==> src/rtl/core_bus_arbiter_if.sv <==
// Bundles the requester-side and memory-side signals of core_bus_arbiter.
// The slave modport is the arbiter's view; the master modport drives it.
interface core_bus_arbiter_if #(
    parameter int N  = 3,
    parameter int AW = 64,
    parameter int DW = 64
);
    logic [N-1:0]    req_valid;
    logic [N*AW-1:0] req_addr;
    logic [N*3-1:0]  req_size;
    logic [N*8-1:0]  req_strobe;
    logic [N*DW-1:0] req_data;
    logic [N-1:0]    resp_addr_ok;
    logic [N-1:0]    resp_data_ok;
    logic [DW-1:0]   resp_data;

    logic            mreq_valid;
    logic [AW-1:0]   mreq_addr;
    logic [2:0]      mreq_size;
    logic [7:0]      mreq_strobe;
    logic [DW-1:0]   mreq_data;
    logic            mresp_addr_ok;
    logic            mresp_data_ok;
    logic [DW-1:0]   mresp_data;

    modport slave (
        input  req_valid, req_addr, req_size, req_strobe, req_data,
        output resp_addr_ok, resp_data_ok, resp_data,
        output mreq_valid, mreq_addr, mreq_size, mreq_strobe, mreq_data,
        input  mresp_addr_ok, mresp_data_ok, mresp_data
    );

    modport master (
        output req_valid, req_addr, req_size, req_strobe, req_data,
        input  resp_addr_ok, resp_data_ok, resp_data,
        input  mreq_valid, mreq_addr, mreq_size, mreq_strobe, mreq_data,
        output mresp_addr_ok, mresp_data_ok, mresp_data
    );
endinterface

==> src/rtl/core_bus_arbiter.sv <==
// Shares one memory port among N requesters, one transaction at a time.
// Define CORE_BUS_ARB_RR_EN for round-robin arbitration (default: fixed priority, index 0 highest).
module core_bus_arbiter #(
    parameter int N  = 3,
    parameter int AW = 64,
    parameter int DW = 64
) (
    input  logic                clk,
    input  logic                reset,
    core_bus_arbiter_if.slave   bus,
    output logic                busy
);
    localparam int OW = (N > 1) ? $clog2(N) : 1;

    typedef enum logic {IDLE, REQ} state_t;

    state_t          state_q;
    logic [OW-1:0]   owner_q;
    logic [AW-1:0]   addr_q;
    logic [2:0]      size_q;
    logic [7:0]      strobe_q;
    logic [DW-1:0]   data_q;
    logic [OW-1:0]   win_d;
    logic            in_req;
`ifdef CORE_BUS_ARB_RR_EN
    logic [OW-1:0]   rr_ptr_q;
`endif

    assign in_req = (state_q == REQ);
    assign busy   = in_req;

    always_comb begin
        win_d = '0;
`ifdef CORE_BUS_ARB_RR_EN
        begin
            logic found;
            int   idx;
            found = 1'b0;
            idx   = 0;
            for (int k = 0; k < N; k++) begin
                idx = (int'(rr_ptr_q) + k) % N;
                if (!found && bus.req_valid[idx]) begin
                    win_d = OW'(idx);
                    found = 1'b1;
                end
            end
        end
`else
        // Scan downward so the lowest valid index is the last write and wins.
        for (int i = N - 1; i >= 0; i--) begin
            if (bus.req_valid[i]) win_d = OW'(i);
        end
`endif
    end

    always_ff @(posedge clk) begin
        if (reset) begin
            state_q  <= IDLE;
            owner_q  <= '0;
            addr_q   <= '0;
            size_q   <= '0;
            strobe_q <= '0;
            data_q   <= '0;
`ifdef CORE_BUS_ARB_RR_EN
            rr_ptr_q <= '0;
`endif
        end else begin
            case (state_q)
                IDLE: begin
                    if (|bus.req_valid) begin
                        owner_q  <= win_d;
                        addr_q   <= bus.req_addr[int'(win_d)*AW +: AW];
                        size_q   <= bus.req_size[int'(win_d)*3 +: 3];
                        strobe_q <= bus.req_strobe[int'(win_d)*8 +: 8];
                        data_q   <= bus.req_data[int'(win_d)*DW +: DW];
                        state_q  <= REQ;
                    end
                end
                REQ: begin
                    if (bus.mresp_data_ok) begin
                        state_q <= IDLE;
`ifdef CORE_BUS_ARB_RR_EN
                        rr_ptr_q <= (owner_q == OW'(N - 1)) ? '0 : owner_q + 1'b1;
`endif
                    end
                end
                default: state_q <= IDLE;
            endcase
        end
    end

    // Downstream sees only the latched fields, and nothing at all outside REQ.
    assign bus.mreq_valid  = in_req;
    assign bus.mreq_addr   = in_req ? addr_q   : '0;
    assign bus.mreq_size   = in_req ? size_q   : '0;
    assign bus.mreq_strobe = in_req ? strobe_q : '0;
    assign bus.mreq_data   = in_req ? data_q   : '0;
    assign bus.resp_data   = (in_req && bus.mresp_data_ok) ? bus.mresp_data : '0;

    for (genvar gi = 0; gi < N; gi++) begin : g_resp
        assign bus.resp_addr_ok[gi] = in_req && (owner_q == OW'(gi)) && bus.mresp_addr_ok;
        assign bus.resp_data_ok[gi] = in_req && (owner_q == OW'(gi)) && bus.mresp_data_ok;
    end
endmodule

==> src/flat_wrapper.sv <==
// flat-port wrapper written by rule: the top's interface ports become plain ports
module core_bus_arbiter_flat 
#(
    parameter int N  = 3,
    parameter int AW = 64,
    parameter int DW = 64
)
  (clk, reset, busy, bus_req_valid, bus_req_addr, bus_req_size, bus_req_strobe, bus_req_data, bus_resp_addr_ok, bus_resp_data_ok, bus_resp_data, bus_mreq_valid, bus_mreq_addr, bus_mreq_size, bus_mreq_strobe, bus_mreq_data, bus_mresp_addr_ok, bus_mresp_data_ok, bus_mresp_data);
  core_bus_arbiter_if #(.N(N), .AW(AW), .DW(DW)) bus_i ();
  input  logic clk;
  input  logic reset;
  output logic busy;
  input wire logic [$bits(bus_i.req_valid)-1:0] bus_req_valid;
  input wire logic [$bits(bus_i.req_addr)-1:0] bus_req_addr;
  input wire logic [$bits(bus_i.req_size)-1:0] bus_req_size;
  input wire logic [$bits(bus_i.req_strobe)-1:0] bus_req_strobe;
  input wire logic [$bits(bus_i.req_data)-1:0] bus_req_data;
  output wire logic [$bits(bus_i.resp_addr_ok)-1:0] bus_resp_addr_ok;
  output wire logic [$bits(bus_i.resp_data_ok)-1:0] bus_resp_data_ok;
  output wire logic [$bits(bus_i.resp_data)-1:0] bus_resp_data;
  output wire logic [$bits(bus_i.mreq_valid)-1:0] bus_mreq_valid;
  output wire logic [$bits(bus_i.mreq_addr)-1:0] bus_mreq_addr;
  output wire logic [$bits(bus_i.mreq_size)-1:0] bus_mreq_size;
  output wire logic [$bits(bus_i.mreq_strobe)-1:0] bus_mreq_strobe;
  output wire logic [$bits(bus_i.mreq_data)-1:0] bus_mreq_data;
  input wire logic [$bits(bus_i.mresp_addr_ok)-1:0] bus_mresp_addr_ok;
  input wire logic [$bits(bus_i.mresp_data_ok)-1:0] bus_mresp_data_ok;
  input wire logic [$bits(bus_i.mresp_data)-1:0] bus_mresp_data;
  assign bus_i.req_valid = bus_req_valid;
  assign bus_i.req_addr = bus_req_addr;
  assign bus_i.req_size = bus_req_size;
  assign bus_i.req_strobe = bus_req_strobe;
  assign bus_i.req_data = bus_req_data;
  assign bus_resp_addr_ok = bus_i.resp_addr_ok;
  assign bus_resp_data_ok = bus_i.resp_data_ok;
  assign bus_resp_data = bus_i.resp_data;
  assign bus_mreq_valid = bus_i.mreq_valid;
  assign bus_mreq_addr = bus_i.mreq_addr;
  assign bus_mreq_size = bus_i.mreq_size;
  assign bus_mreq_strobe = bus_i.mreq_strobe;
  assign bus_mreq_data = bus_i.mreq_data;
  assign bus_i.mresp_addr_ok = bus_mresp_addr_ok;
  assign bus_i.mresp_data_ok = bus_mresp_data_ok;
  assign bus_i.mresp_data = bus_mresp_data;
  core_bus_arbiter #(.N(N), .AW(AW), .DW(DW)) u_core (.clk(clk), .reset(reset), .bus(bus_i), .busy(busy));
endmodule
==> config.mk <==
export PLATFORM = sky130hd
export DESIGN_NAME = core_bus_arbiter_flat
export DESIGN_NICKNAME = d
export VERILOG_FILES = /design/src/rtl/core_bus_arbiter_if.sv /design/src/rtl/core_bus_arbiter.sv /design/src/flat_wrapper.sv
export SDC_FILE = /design/constraint.sdc
export NUM_CORES = 1
export LEC_CHECK = 0
export CORE_AREA = 4 4 268 270
export DETAILED_ROUTE_END_ITERATION = 10
export DIE_AREA = 0 0 272 274
export GPL_TIMING_DRIVEN = 0
export SLEW_MARGIN = 10
export SYNTH_ARGS = -nofsm -noshare
export SYNTH_HDL_FRONTEND = slang
export SYNTH_SLANG_ARGS = --single-unit
==> constraint.sdc <==
create_clock -name clk -period 4.2 [get_ports clk]
set_input_delay 0.42 -clock clk [delete_from_list [all_inputs] [get_ports clk]]
set_output_delay 0.42 -clock clk [all_outputs]
set_load 0.02 [all_outputs]
==> run summary <==
In this run the worst path has a maximum fanout of 11. The flow ran to the end, and the final reports show no timing, DRC or antenna violations. Tracing the worst setup path back leads to its startpoint at u_core.bus.mreq_valid$_SDFF_PP0_. The first global-routing pass estimated 99.6 mm of wire. STA puts the critical path data required time at 3.78 ns. Walking the worst path, the cells encountered are clkbuf_2 > clkbuf_4 > clkbuf_2 > and2_1 > clkdlybuf4s50_1.

After detailed routing, the number of vias per cell comes to 4.41. The global-route congestion overflow total is 0, and the overall die height is 274 microns. The final setup violation count is 0. The area share of the leading cell type in the synthesized netlist came out at 0.265. For the pin with the worst max-slew slack, the measured transition is 1.28 ns. The largest stage delay on the critical path is 0.87 ns. The total wire length after detailed routing is 72.5 mm. The kind of capture point of the worst setup path was a primary output. The clock drives 142 sinks. The post-CTS setup buffer count is 0. Entering global routing, the biggest net connects 17 pins. In this run the count of I/O pins placed on the die edge is 699. The number of max-cap violations came out at 0. For the via count of the first global-routing pass, the log shows 13686. At the end of routability-driven placement, the weighted congestion stood at 0.857. The largest total area in the synthesized netlist belongs to sky130_fd_sc_hd__dfxtp_1.

The post-synthesis sequential area ratio was 0.265; the combined area of all synthesized cells was 10700 sq um. The number of distinct library cells after synthesis came out at 26. The floorplan has 97 rows. The worst-case IR drop observed on VDD is 0.000166 V.

By count the netlist is led by 279 x sky130_fd_sc_hd__nand2_1, 146 x sky130_fd_sc_hd__clkbuf_1, 142 x sky130_fd_sc_hd__dfxtp_1, 141 x sky130_fd_sc_hd__a21oi_1, 141 x sky130_fd_sc_hd__nand3b_1. The share of synthesized flip-flops with an asynchronous set or reset works out to 0. TritonCTS built the clock tree.

After floorplanning, the core was sized to cover 69500 sq um. The most used flip-flop cell after synthesis is sky130_fd_sc_hd__dfxtp_1. Total global routing track utilization: 0.185. The worst setup path is launched from a register. In this run the remaining antenna-violating nets after routing total 0. The cell with the most instances after synthesis was sky130_fd_sc_hd__nand2_1. By area the synthesized netlist is led by sky130_fd_sc_hd__dfxtp_1 26%, sky130_fd_sc_hd__a311oi_2 15%, sky130_fd_sc_hd__nand3b_1 9.9%.

The min-delay analysis places its worst path in the category in -> reg. The die covers 74500 sq um. The critical path is of the reg -> out type. The buffer levels on the longest clock path was 2. Setup repair after global routing left no endpoint under its margin. Synthesis inferred 142 register bits. The clock latency at the later pin of the worst-skew pair is 0.49 ns, and the number of DRC markers after the initial detailed-route iteration is 702.

Clock-pin slew was measured on the worst setup and hold paths at 0.08 ns. Family of cells with the greatest summed delay on the critical path: buffers and inverters. The number of hold buffers added after CTS was 0. The Yosys step of the flow raised 0 warnings. The worst register-to-register path begins at u_core.bus.mreq_valid$_SDFF_PP0_.

The maximum frequency from static timing analysis was 269 MHz; the H-tree depth was 4. The floorplan die width was 272 microns; the number of synthesized flops with an enable pin was 0. The post-detailed-route wirelength per cell was 23.8 microns. The cell sitting at the root of the clock tree is a sky130_fd_sc_hd__clkbuf_16. The initial antenna violation count came out at 7. The final worst clock skew came out at 0.0158 ns. For the synthesized netlist cell count, the log shows 1376. Counting tap cells, the placed design contains a total of 3013 instances. The run gives 4 as the detailed-router iteration count before antenna repair. The run gives 1864 as the synthesized netlist net count. Slowest cell on the critical path: sky130_fd_sc_hd__clkdlybuf4s50_1. For this run, design rule violations remaining after detail routing come to 0. The number of hold violations in the final report came out at 0. In this run the power density over the cells is 259 nW/um^2. For the layout net count, the log shows 2581.

For the number of pins exceeding their max-slew limit in the final report, the log shows 0. The filler cells instantiated in the layout total 7640. The average footprint of a synthesized cell was 7.80 sq um. The tools report the total half-perimeter wirelength after legalization and detailed placement as 58.8 mm.

The vias after detailed routing was 13454; the clock buffer count from CTS was 17. The number of buffers and inverters on the critical path is 4. In this run the most critical hold path is launched from bus_req_data[42]. For the number of gates resized after CTS, the log shows 3.

The clock period minus worst slack works out to 3.72 ns. In this design, the critical path's most frequently occurring cell is sky130_fd_sc_hd__clkbuf_2. The quantity of I/O buffers inserted on ports works out to 695. The core occupancy in the finished layout is 0.280, and the part of the cycle the worst path needs is 0.886. The layout overhead on the synthesized area is 81.7%.

For this run, the number of standard cells in the final layout without fillers is 3050. For this design the static power due to leakage is 7.12 nW. The logs give 0.147 for the worst slew margin relative to its limit and 3.30 ns for the data arrival at the endpoint of the critical path.

The fraction of layout instances using a drive strength above 1 is 0.0840, and the initial standard-cell utilization of the core is 0.154.
[layout make-up]
| type | count | area [sq um] | share of cell area |
|---|---|---|---|
| Multi-Input combinational cell | 1060 | 7130 | 0.365 |
| Timing Repair Buffer | 698 | 6990 | 0.359 |
| Sequential cell | 142 | 2840 | 0.146 |
| Tap cell | 940 | 1180 | 0.0603 |
| Buffer | 172 | 771 | 0.0395 |
| Clock buffer | 17 | 425 | 0.0218 |
| Clock inverter | 15 | 150 | 0.00770 |
| Antenna cell | 4 | 10.0 | 0.000513 |
| Inverter | 2 | 7.51 | 0.000385 |
[cell usage in the layout (no fill, tap or decap), types with 15 or more instances in the layout]
cell	count
sky130_fd_sc_hd__clkdlybuf4s50_1	695
sky130_fd_sc_hd__buf_6	15
sky130_fd_sc_hd__a21oi_1	141
sky130_fd_sc_hd__and2_1	140
sky130_fd_sc_hd__clkbuf_1	136
sky130_fd_sc_hd__nand3b_1	141
sky130_fd_sc_hd__clkbuf_16	17
sky130_fd_sc_hd__and3_1	64
sky130_fd_sc_hd__a21o_1	138
sky130_fd_sc_hd__dfxtp_1	142
sky130_fd_sc_hd__nand2_1	279
sky130_fd_sc_hd__a311oi_2	110
sky130_fd_sc_hd__a311oi_1	28
[where the power goes]
| group | switching, mW | internal (mW) |
|---|---|---|
| registers | 0.0747 | 1.48 |
| logic | 0.947 | 0.930 |
| clock network | 0.775 | 0.836 |
[registers in the layout (all words and copies together), names as in the netlist]
register               count
u_core.bus.mreq_valid      1
u_core.addr_q             64
u_core.data_q             64
u_core.strobe_q            8
u_core.owner_q             2
u_core.size_q              3
[path summary, 6_finish.rpt]
path         cells past startpoint  slack, ns                             end
max                              5       0.48              bus_mreq_strobe[3]
min reg2reg                      2       0.51  u_core.data_q[51]$_SDFFE_PP0P_
max reg2reg                      5       1.02   u_core.data_q[2]$_SDFFE_PP0P_
min                              3       0.51  u_core.data_q[42]$_SDFFE_PP0P_
[per-stage QoR]
step | power (mW) | instance area (sq um) | hold WS, ns | worst slack, ns | TNS (ns)
2_1_floorplan | 2.43 | 10700 | 0.488 | 2.18 | 0
3_3_place_gp | 3.47 | 18900 | 0.501 | -0.397 | -2.52
3_5_place_dp | 3.47 | 18900 | 0.508 | 0.118 | 0
4_1_cts | 5.12 | 19500 | 0.451 | 0.0172 | 0
5_1_grt | 5.28 | 19500 | 0.481 | 0.218 | 0
6_report | 5.04 | 19500 | 0.509 | 0.481 | 0
[cells by family (layout without fill, tap and decap cells)]
family / Yosys count / count (layout) / synth area share
other cells: 0 / 4 / 0
simple gates: 639 / 639 / 0.322
compound gates: 421 / 421 / 0.342
flops: 142 / 142 / 0.265
buf+inv: 174 / 904 / 0.0712
[routing by layer]
layer / up-vias / track usage / wire length, microns
li1: 6358 / - / -
met1: 6428 / 0.217 / 29500
met2: 589 / 0.319 / 35000
met3: 77 / 0.0524 / 5420
met4: 2 / 0.0753 / 2580
met5: - / 0 / 13
[tightest hold or removal path, cell delays in order]
cell	delay (ns)
sky130_fd_sc_hd__clkdlybuf4s50_1	0.40
sky130_fd_sc_hd__nand2_1	0.05
sky130_fd_sc_hd__a311oi_1	0.07
Power figures use the tool's default switching activity.
